[src/rtl/stack_arbiter.sv]
// Shared LIFO stack with a two-requester round-robin arbiter.
// Each push/pop transaction runs IDLE -> EXEC -> RESP and reports overflow/underflow.
module stack_arbiter #(
  parameter int unsigned DW    = 8,
  parameter int unsigned DEPTH = 8,
  parameter int unsigned AW    = 3
) (
  input  logic          clk,
  input  logic          reset_n,
  input  logic [1:0]    req,
  input  logic [1:0]    op,
  input  logic [DW-1:0] wdata0,
  input  logic [DW-1:0] wdata1,
  output logic [1:0]    gnt,
  output logic [1:0]    done,
  output logic          err,
  output logic [DW-1:0] rdata,
  output logic [AW:0]   count,
  output logic          full,
  output logic          empty
);

  localparam int unsigned CW = AW + 1;
  localparam logic [AW:0] DEPTH_C = CW'(DEPTH);

  typedef enum logic [1:0] {IDLE, EXEC, RESP} state_t;

  state_t        state, state_d;
  logic          op_q, op_d;
  logic [DW-1:0] data_q, data_d;
  logic          last, last_d;
  logic [1:0]    gnt_d, done_d;
  logic          err_d;
  logic [DW-1:0] rdata_d;
  logic [AW:0]   count_d;
  logic [AW:0]   count_m1;
  logic          mem_we;
  logic          win;
  logic [DW-1:0] mem [DEPTH];

  assign full     = (count == DEPTH_C);
  assign empty    = (count == '0);
  assign count_m1 = count - CW'(1);

  // Under contention the requester not granted last wins
  assign win = (req == 2'b11) ? ~last : req[1];

  always_comb begin
    state_d = state;
    op_d    = op_q;
    data_d  = data_q;
    last_d  = last;
    gnt_d   = gnt;
    done_d  = '0;
    err_d   = 1'b0;
    rdata_d = rdata;
    count_d = count;
    mem_we  = 1'b0;
    case (state)
      IDLE: begin
        if (req != 2'b00) begin
          op_d    = op[win];
          data_d  = win ? wdata1 : wdata0;
          last_d  = win;
          gnt_d   = win ? 2'b10 : 2'b01;
          state_d = EXEC;
        end
      end
      EXEC: begin
        done_d  = gnt;
        state_d = RESP;
        if (!op_q) begin
          if (full) begin
            err_d = 1'b1;
          end else begin
            mem_we  = 1'b1;
            count_d = count + CW'(1);
          end
        end else begin
          if (empty) begin
            err_d = 1'b1;
          end else begin
            rdata_d = mem[count_m1[AW-1:0]];
            count_d = count_m1;
          end
        end
      end
      RESP: begin
        gnt_d   = '0;
        state_d = IDLE;
      end
      default: state_d = IDLE;
    endcase
  end

  always_ff @(posedge clk or negedge reset_n) begin
    if (!reset_n) begin
      state  <= IDLE;
      op_q   <= 1'b0;
      data_q <= '0;
      last   <= 1'b1;
      gnt    <= '0;
      done   <= '0;
      err    <= 1'b0;
      rdata  <= '0;
      count  <= '0;
    end else begin
      state  <= state_d;
      op_q   <= op_d;
      data_q <= data_d;
      last   <= last_d;
      gnt    <= gnt_d;
      done   <= done_d;
      err    <= err_d;
      rdata  <= rdata_d;
      count  <= count_d;
    end
  end

  // Storage is intentionally not reset
  always_ff @(posedge clk) begin
    if (mem_we) mem[count[AW-1:0]] <= data_q;
  end

endmodule

[config.mk]
export PLATFORM = sky130hd
export DESIGN_NAME = stack_arbiter
export DESIGN_NICKNAME = d
export VERILOG_FILES = /design/src/rtl/stack_arbiter.sv
export SDC_FILE = /design/constraint.sdc
export NUM_CORES = 1
export LEC_CHECK = 0
export BUFFER_PORTS_ARGS = -buffer_cell sky130_fd_sc_hd__buf_4
export CAP_MARGIN = 40
export CORE_UTILIZATION = 40
export CTS_CLUSTER_SIZE = 20
export DETAILED_ROUTE_END_ITERATION = 6
export PLACE_DENSITY = 0.64
export SLEW_MARGIN = 40
export SYNTH_ARGS = -nofsm -noshare
export SYNTH_HDL_FRONTEND = slang
export SYNTH_SLANG_ARGS = --single-unit
[constraint.sdc]
create_clock -name clk -period 5.6 [get_ports clk]
set_input_delay 1.12 -clock clk [delete_from_list [all_inputs] [get_ports clk]]
set_output_delay 1.12 -clock clk [all_outputs]
set_load 0.03 [all_outputs]
==> results.txt, run 1 <==
Tightest Pin Transition -> 0.818 ns
Arr. time, crit path -> 1.64 ns
syn_area_per_cell -> 15.4 sq um
Ys Warns -> 0
CTS root buf -> clkbuf_8
top-area cell type share of the netlist area -> 49.6%
Routed Antenna Nets -> 0
crit-path max FO -> 6
reg2reg end -> mem[1][2]
MaxCap Viol Count -> 0
Final Instance Count excl. Fillers -> 427
drt pass-1 iters -> 5
# H-tree levels -> 3
num rows -> 35
RSZ-0062 raised after global routing -> no
Async S/R FF share, synth -> 31.2%
# port buffers -> 40
clk_lat worst skew -> 0.36 ns
largest net degree at the start of global routing -> 40
cts repair resizes -> 0
antenna violations before repair -> 0
#FFs+latches synth -> 93
setup TNS -> 0 ns
vias in the first global route -> 2118
r2r worst-path depth -> 6
crit path capture -> empty
# placed instances -> 411
Hold Vio Cnt, Final -> 0
status -> finished clean
Boundary Pins -> 41
Clock Tree Buf Depth -> 2
EDFF count, synth -> 64
Synth Flop Type -> edfxtp_1
Die Area -> 0.0101 sq mm
# DRC -> 0
Hold Crit Class -> reg2reg
distinct cell type count after synthesis -> 42
CTS tree -> done
Overflow after GRT -> 0
Setup crit start -> count[1]
Post-Synthesis Cell Area -> 0.00387 sq mm
global-route wire length before repair -> 11200 um
Tmin final -> 2.76 ns
Setup CP Type -> reg2out
startpoint type of the worst setup path -> flip-flop
Final period util -> 49.3%
DP HPWL -> 4680 um
final setup violation count -> 0
clk sink count -> 93
DR vias/cell -> 4.95
syn nets -> 277
Reg clk slew, reported paths -> 0.09 ns
top cells by area, synth -> edfxtp_1, dfrtp_1, mux2_2
Crit. End Element -> primary output
hold buffers post-CTS -> 0
Rel. slew slack -> 45.3%
Tot GR Track Use -> 15.1%
# nets final -> 318
Die X -> 100 um
Initial Util -> 41.5%
Final Wtd Congestion -> 0.816
routed via count -> 2114
layout cells sized above 1 -> 29.2%
Iter 0 DRT Violations -> 124
sequential area share after synthesis -> 68.4%
Worst EP required -> 4.48 ns
worst reg-to-reg setup slack -> 3.22 ns
clock skew -> 0.00747 ns
area leader, netlist -> edfxtp_1
pwr/cell area -> 576 mW/mm^2
worst r2r src -> count[1]
Detailed Route WL -> 6850 um
WL per Instance -> 16.0 um
layout overhead on the synthesized area -> 16.0%
Pins Over Slew Limit -> 0
fmax -> 362 MHz
leakage -> 1.73 nW
die height -> 100 um
Core Box Area -> 0.00933 sq mm
CTS Buf Count -> 9
Max IR drop VDD -> 281 uV
post-CTS setup buffers -> 0
Post-Synthesis Cells -> 252
n_diodes -> 0
-- cells in the mapped netlist (all sizes together), types with 2 or more instances --
cell type,number
dfrtp,28
ha,3
nand2,17
nor2,12
a222oi,9
nand2b,4
o31ai,8
xor2,4
mux2,32
and2,2
inv,16
a21oi,3
nor3,4
o22ai,16
edfxtp,64
o21ai,3
xnor2,3
buf,11
-- report_power, final --
part	internal (W)	leakage, nW	switching (W)	total [W]
Clock	0.000298	0.115	0.000225	0.000523
Sequential	0.000949	0.940	0.000166	0.00111
Combinational	0.000376	0.674	0.000576	0.000951
Total	0.00162	1.73	0.000967	0.00259
-- worst max-delay path, cell delays in order, from the launching register on --
cell and delay (ns):
dfrtp_1 0.41, inv_1 0.17, ha_1 0.29, nand2b_1 0.14, nor2_1 0.11, buf_4 0.16
-- cells by family (layout without fill, tap and decap cells) --
group,count (synthesis),after routing,share of synthesized area (%)
adders and majority gates,3,3,0.969
buffers and inverters,27,73,4.07
muxes,33,33,9.56
and+or+nand+nor,44,44,5.84
xor gates and xnor gates,7,7,1.58
DFF,93,93,68.4
AOI/OAI and AO/OA,45,45,9.62
-- sequential cells by signal, summed over array words and instances (netlist names) --
name    count
mem        64
data_q      8
rdata       8
count       4
done        2
gnt         2
state       2
err         1
last        1
op_q        1
-- per-stage QoR --
step	hold slack (ns)	utilization, %	setup WS, ns	total power (W)	area, sq um
floorplan	0.515	-	2.73	0.00182	3870
CTS	0.490	48.2	2.84	0.00261	4490
finish	0.483	48.2	2.84	0.00259	4490
global placement	0.469	45.6	3.10	0.00207	4250
detailed placement	0.471	45.7	3.23	0.00209	4260
global route	0.529	48.2	2.71	0.00274	4490
-- worst min path at each step --
| stage | from | to | slack [ns] | depth (start not counted) |
|---|---|---|---|---|
| 5_1_grt | rdata[5] | rdata[5] | 0.53 | 2 |
| 3_5_place_dp | rdata[7] | rdata[7] | 0.47 | 2 |
| 3_3_place_gp | rdata[0] | rdata[0] | 0.47 | 2 |
| 6_report | rdata[7] | rdata[7] | 0.48 | 2 |
| 4_1_cts | rdata[7] | rdata[7] | 0.49 | 2 |
| 2_1_floorplan | last | last | 0.52 | 1 |
-- cell type report --
| cell class | instances | area (sq um) |
|---|---|---|
| fill | 777 | 4830 |
| clock inverter | 4 | 98.8 |
| sequential | 93 | 2650 |
| multi-input combinational | 132 | 1080 |
| timing repair buffer | 41 | 308 |
| tap | 129 | 161 |
| inverter | 16 | 62.6 |
| clock buffer | 12 | 135 |
-- layer usage --
metal	part of all wire (%)	global-route usage, %	routed length, um	up-vias
li1	-	-	-	1029
met1	47	20.1	3240	1025
met2	47	23.4	3230	50
met3	3.8	3.69	260	10
met4	1.8	6.80	120	0
met5	0	0	0	-
-- placed cells by master, fill, tap and decap left out, types with 2 or more instances in the layout --
master     synthesis  final
mux2_2            19     19
nor3_2             1      3
a21oi_1            2      2
xnor2_1            3      3
edfxtp_1          64     64
clkbuf_8           0      9
buf_4              1     41
bufinv_16          0      3
mux2_1            13     13
a222oi_1           9      9
nor2_1            12     12
ha_1               3      3
dfrtp_1           28     28
o31ai_1            7      7
o21ai_0            2      2
xor2_1             4      4
and2_1             2      2
o22ai_1           16     16
inv_1             14     14
clkbuf_1           0      3
nand2b_1           3      3
nand2_1           17     17
Power figures use the tool's default switching activity.
==> inputs of run 2 (changes only) <==
ABC_AREA = 1   (was default)
clock period = 2.6 ns   (was 5.6 ns; I/O delays follow)
==> run 2 against run 1 <==
Non-clock buffer count rose by 3. Sequential share of layout area fell by 2.5 points. Highest routed layer unchanged. Wire length rose by 24%. Sequential power rose by 120%.
==> results.txt, run 2 <==
status -> finished clean
worst reg-to-reg setup slack -> 0.30 ns
die height -> 103 um
commonest cells after routing, fill and taps aside -> nand2_1, edfxtp_1, inv_1, nand3_1, buf_4
CTS root buf -> clkbuf_8
Arr. time, crit path -> 2.29 ns
Pins Over Slew Limit -> 0
Final Wtd Congestion -> 0.871
critical-path cell list -> inv_1 > ha_1 > nand2_2 > nor2_1 > nor3_2 > nand2_1 > nor2_1
syn_area_per_cell -> 9.79 sq um
most common cell after layout, fill and taps aside -> nand2_1
Die X -> 103 um
Die Area -> 0.0106 sq mm
# nets final -> 484
Setup crit start -> count[1]
clk_lat worst skew -> 0.37 ns
fmax -> 436 MHz
final setup violation count -> 0
num rows -> 36
DP HPWL -> 6000 um
top-area cell type share of the netlist area -> 47.1%
Routed Antenna Nets -> 0
Final Cell Area -> 0.00469 sq mm
startpoint type of the worst setup path -> flip-flop
count leader, synth -> nand2_1
Tmin final -> 2.30 ns
Boundary Pins -> 41
synth cell count leaders -> nand2_1, edfxtp_1, inv_1, nand3_1, dfrtp_1
Hold Vio Cnt, Final -> 0
Reg clk slew, reported paths -> 0.11 ns
Clock Tree Buf Depth -> 2
CTS Buf Count -> 9
# DRC -> 0
Synth Flop Type -> edfxtp_1
sequential area share after synthesis -> 64.9%
leakage -> 2.17 nW
#FFs+latches synth -> 93
clock skew -> 0.0182 ns
Tot GR Track Use -> 17.3%
worst stage delay on the critical path -> 0.57 ns
Critical-path top delay cell -> nor2_1
largest net degree at the start of global routing -> 37
Largest delay share family, worst path -> simple AND/OR/NAND/NOR gates
Iter 0 DRT Violations -> 167
n_diodes -> 0
syn nets -> 442
CTS tree -> done
reg2reg end -> mem[4][7]
layout cells sized above 1 -> 16.4%
WL per Instance -> 14.3 um
crit-path max FO -> 8
Crit. End Element -> flip-flop
max FFs per register -> 64
Detailed Route WL -> 8520 um
global-route wire length before repair -> 13300 um
Setup CP Type -> reg2reg
drt pass-1 iters -> 5
Tightest Pin Transition -> 0.682 ns
Post-Synthesis Cells -> 417
routed via count -> 2840
Post-DP Area -> 0.00450 sq mm
overall power -> 0.00570 W
antenna violations before repair -> 0
pwr/cell area -> 1210 mW/mm^2
Hold Crit Class -> in2async
EDFF count, synth -> 64
hold buffers post-CTS -> 0
Initial Util -> 41.6%
MaxCap Viol Count -> 0
vias in the first global route -> 2569
Post-Synthesis Cell Area -> 0.00408 sq mm
# port buffers -> 40
RSZ-0062 raised after global routing -> no
layout overhead on the synthesized area -> 14.9%
worst r2r src -> count[1]
cell mode on critical path -> nor2_1
clk sink count -> 93
setup TNS -> 0 ns
area leader, netlist -> edfxtp_1
post-CTS setup buffers -> 0
cts repair resizes -> 0
r2r worst-path depth -> 7
Async S/R FF share, synth -> 31.2%
fillcell total -> 943
distinct cell type count after synthesis -> 27
Core Box Area -> 0.00982 sq mm
Rel. slew slack -> 54.4%
Max IR drop VDD -> 474 uV
top cells by area, synth -> edfxtp_1, dfrtp_1, nand2_1
DR vias/cell -> 4.76
Ys Warns -> 0
Final period util -> 88.3%
Worst EP required -> 2.60 ns
# H-tree levels -> 3
CP Buf/Inv Count -> 1
Overflow after GRT -> 0
run 2: worst max-delay path by stage:
stage	to	slack (ns)	cells after the start
2_1_floorplan	mem[0][0]	0.07	9
3_3_place_gp	mem[4][2]	0.44	7
3_5_place_dp	mem[4][6]	0.32	7
4_1_cts	mem[4][0]	0.29	7
5_1_grt	mem[4][5]	0.09	7
6_report	mem[4][7]	0.30	7
run 2: metrics by stage:
step                      worst slack, ns  std cells  hold WS, ns  util, %
final                               0.305        597       0.0699     47.8
after global routing               0.0886        597       0.0757     47.8
after CTS                           0.287        597       0.0788     47.8
after detailed placement            0.319        581        0.467     45.9
after global placement              0.439        581        0.458     45.9
after floorplan                    0.0672        417        0.224        -
run 2: per-layer routing:
layer | part of all wire (%) | wire length, um | GRT usage [%]
met5 | 0 | 0 | 0
met4 | 1.2 | 105 | 4.77
met3 | 5.9 | 502 | 4.47
met2 | 45 | 3820 | 26.2
met1 | 48 | 4090 | 24.8
run 2: layout make-up:
cell class	instances	area [sq um]	area share (%)
inverter	67	256	5.47
clock buffer	9	124	2.64
clock inverter	7	63.8	1.36
timing repair buffer	44	330	7.04
sequential	93	2650	56.5
tap	133	166	3.55
multi-input combinational	244	1100	23.5
run 2: kinds of logic after synthesis:
group                    synth area share, %
AO/OA/AOI/OAI                          0.797
XOR/XNOR                                1.23
adder cells (fa/ha/maj)                0.919
buffers and inverters                   8.15
flip-flops                              64.9
AND/OR/NAND/NOR                         24.0
run 2: power breakdown:
| part | total (W) | switching (W) | leakage (nW) | internal [W] |
|---|---|---|---|---|
| Combinational | 0.00236 | 0.00158 | 1.13 | 0.000772 |
| Sequential | 0.00242 | 0.000377 | 0.938 | 0.00204 |
| Clock | 0.000921 | 0.000550 | 0.0986 | 0.000372 |
==> inputs of run 3 (changes only) <==
--- a/config.mk
+++ b/config.mk
@@ -11,2 +11,3 @@
 export CORE_UTILIZATION = 40
+export CTS_BUF_LIST = sky130_fd_sc_hd__clkbuf_2
 export CTS_CLUSTER_SIZE = 20
==> constraint.sdc (replaced) <==
create_clock -name clk -period 2.6 [get_ports clk]
set_input_delay 0.13 -clock clk [delete_from_list [all_inputs] [get_ports clk]]
set_output_delay 0.13 -clock clk [all_outputs]
set_load 0.03 [all_outputs]
==> run 3 against run 2 <==
Via count increased by 1.2%. Utilization grew 2.1 points. Die area is the same. Wire length up 4.3%. Critical path type unchanged. Maximum frequency down 4.8%. Flip-flop and latch count unchanged. Combinational power up 7%. Clock skew grew 0.040 ns. Sequential power hardly changed. Final cell count increased by 4.4%. Global-route usage grew 0.67 points. Design area increased by 4.4%. Largest cell class unchanged.
==> results.txt, run 3 (same netlist as run 2, synthesis figures left out) <==
n_diodes -> 0
drt pass-1 iters -> 4
Largest delay share family, worst path -> buffers and inverters
final setup violation count -> 0
status -> finished clean
CTS Buf Count -> 9
layout cells sized above 1 -> 15.9%
Final Instance Count excl. Fillers -> 623
Comb pwr share -> 45.0%
Routed Antenna Nets -> 0
Clock Tree Buf Depth -> 2
layout overhead on the synthesized area -> 20.0%
# DRC -> 0
worst stage delay on the critical path -> 0.57 ns
Overflow after GRT -> 0
Sw Share -> 44.6%
Net Sw Power -> 0.00251 W
global-route wire length before repair -> 13900 um
Core Box Area -> 0.00982 sq mm
# H-tree levels -> 3
Initial Util -> 41.6%
die height -> 103 um
reg2reg end -> data_q[2]
Die Area -> 0.0106 sq mm
Tmin final -> 2.41 ns
most common cell after layout, fill and taps aside -> nand2_1
# placed instances -> 580
Internal Power -> 0.00311 W
Reg clk slew, reported paths -> 0.30 ns
Detailed Route WL -> 8880 um
fmax -> 415 MHz
CTS root buf -> clkbuf_2
clk sink count -> 93
Arr. time, crit path -> 2.94 ns
Tot GR Track Use -> 18.0%
critical-path cell list -> nor2_2 > o21ai_4 > inv_1 > nand2_1 > inv_2 > nand2_1 > dlygate4sd3_1 > nand3_1 > dlygate4sd3_1
fillcell total -> 961
Iter 0 DRT Violations -> 134
final hold slack -> 0.293 ns
Final Wtd Congestion -> 0.837
Setup CP Type -> reg2reg
Layout Utilization -> 49.9%
pwr/cell area -> 1150 mW/mm^2
Hold Vio Cnt, Final -> 0
Tightest Pin Transition -> 0.694 ns
commonest cells after routing, fill and taps aside -> nand2_1, edfxtp_1, inv_1, nand3_1, buf_4
Final period util -> 92.7%
WL per Instance -> 14.3 um
worst r2r src -> state[0]
CP Buf/Inv Count -> 4
setup TNS -> 0 ns
worst hold path cell count -> 4
RSZ-0062 raised after global routing -> no
worst hold endpoint -> data_q[2]
Worst EP required -> 3.13 ns
Crit. End Element -> flip-flop
Die X -> 103 um
leakage -> 2.25 nW
num rows -> 36
Multi-input gate area -> 0.00111 sq mm
vias in the first global route -> 2778
CTS tree -> done
largest net degree at the start of global routing -> 37
DP HPWL -> 5900 um
Boundary Pins -> 41
Rel. slew slack -> 53.6%
clock skew -> 0.0581 ns
Critical-path top delay cell -> dlygate4sd3_1
# nets final -> 510
sequential share of power -> 43.1%
startpoint type of the worst setup path -> flip-flop
routed via count -> 2874
antenna violations before repair -> 0
clk_lat worst skew -> 0.56 ns
max FFs per register -> 64
clock share of power -> 11.9%
# port buffers -> 40
worst reg-to-reg setup slack -> 0.19 ns
MaxCap Viol Count -> 0
HP Start -> wdata1[2]
Max IR drop VDD -> 588 uV
Hold Crit Class -> in2reg
Reg area -> 0.00265 sq mm
crit-path max FO -> 12
DR vias/cell -> 4.61
Pins Over Slew Limit -> 0
r2r worst-path depth -> 9
## run 3: worst max-delay path by stage
| stage | start | endpoint | slack (ns) | cells past startpoint |
|---|---|---|---|---|
| floorplan | count[0] | mem[0][0] | 0.07 | 9 |
| global placement | count[0] | rdata[5] | 0.42 | 8 |
| detailed placement | count[1] | mem[4][4] | 0.35 | 7 |
| CTS | state[0] | op_q | 0.04 | 9 |
| global route | state[0] | data_q[2] | 0.04 | 9 |
| finish | state[0] | data_q[2] | 0.19 | 9 |
## run 3: what timing repair did
action                     4_1_cts  5_1_grt
setup endpoints to repair        0        3
hold endpoints to repair        41        0
setup buffers                    0        0
hold buffers                    27        0
resized for setup                0        2
## run 3: worst register-to-register path: stages (launching register included)
cell	delay (ns)
dfrtp_1	0.48
nor2_2	0.20
o21ai_4	0.15
inv_1	0.10
nand2_1	0.08
inv_2	0.14
nand2_1	0.08
dlygate4sd3_1	0.57
nand3_1	0.07
dlygate4sd3_1	0.54
## run 3: per-layer routing
layer / global-route usage (%) / wire, um / up-vias
met5: 0 / 0 / -
met4: 6.50 / 130 / 0
met3: 4.20 / 570 / 10
met2: 28.5 / 4120 / 86
met1: 24.3 / 4060 / 1320
li1: - / - / 1458
## run 3: through the flow
stage / worst slack, ns / area (sq um) / total power, W
after floorplan: 0.0672 / 4080 / 0.00404
after global placement: 0.420 / 4500 / 0.00477
after detailed placement: 0.348 / 4500 / 0.00481
after CTS: 0.0412 / 4880 / 0.00565
after global routing: 0.0394 / 4900 / 0.00605
final: 0.190 / 4900 / 0.00562
## run 3: layout make-up
type / count / share of cell area (%)
clock buffers: 9 / 0.920
clock inverters: 7 / 1.30
inverters: 67 / 5.24
multi-input cells: 244 / 22.8
flip-flops and latches: 93 / 54.1
well taps: 133 / 3.40
repair buffers: 70 / 12.3
## run 3: power by group through the flow
stage                     logic [W]  clock network (W)  registers (W)
after floorplan             0.00155                  0        0.00248
after global placement      0.00232                  0        0.00245
after detailed placement    0.00234                  0        0.00247
after CTS                   0.00253           0.000696        0.00243
after global routing        0.00283           0.000744        0.00247
final                       0.00253           0.000671        0.00242
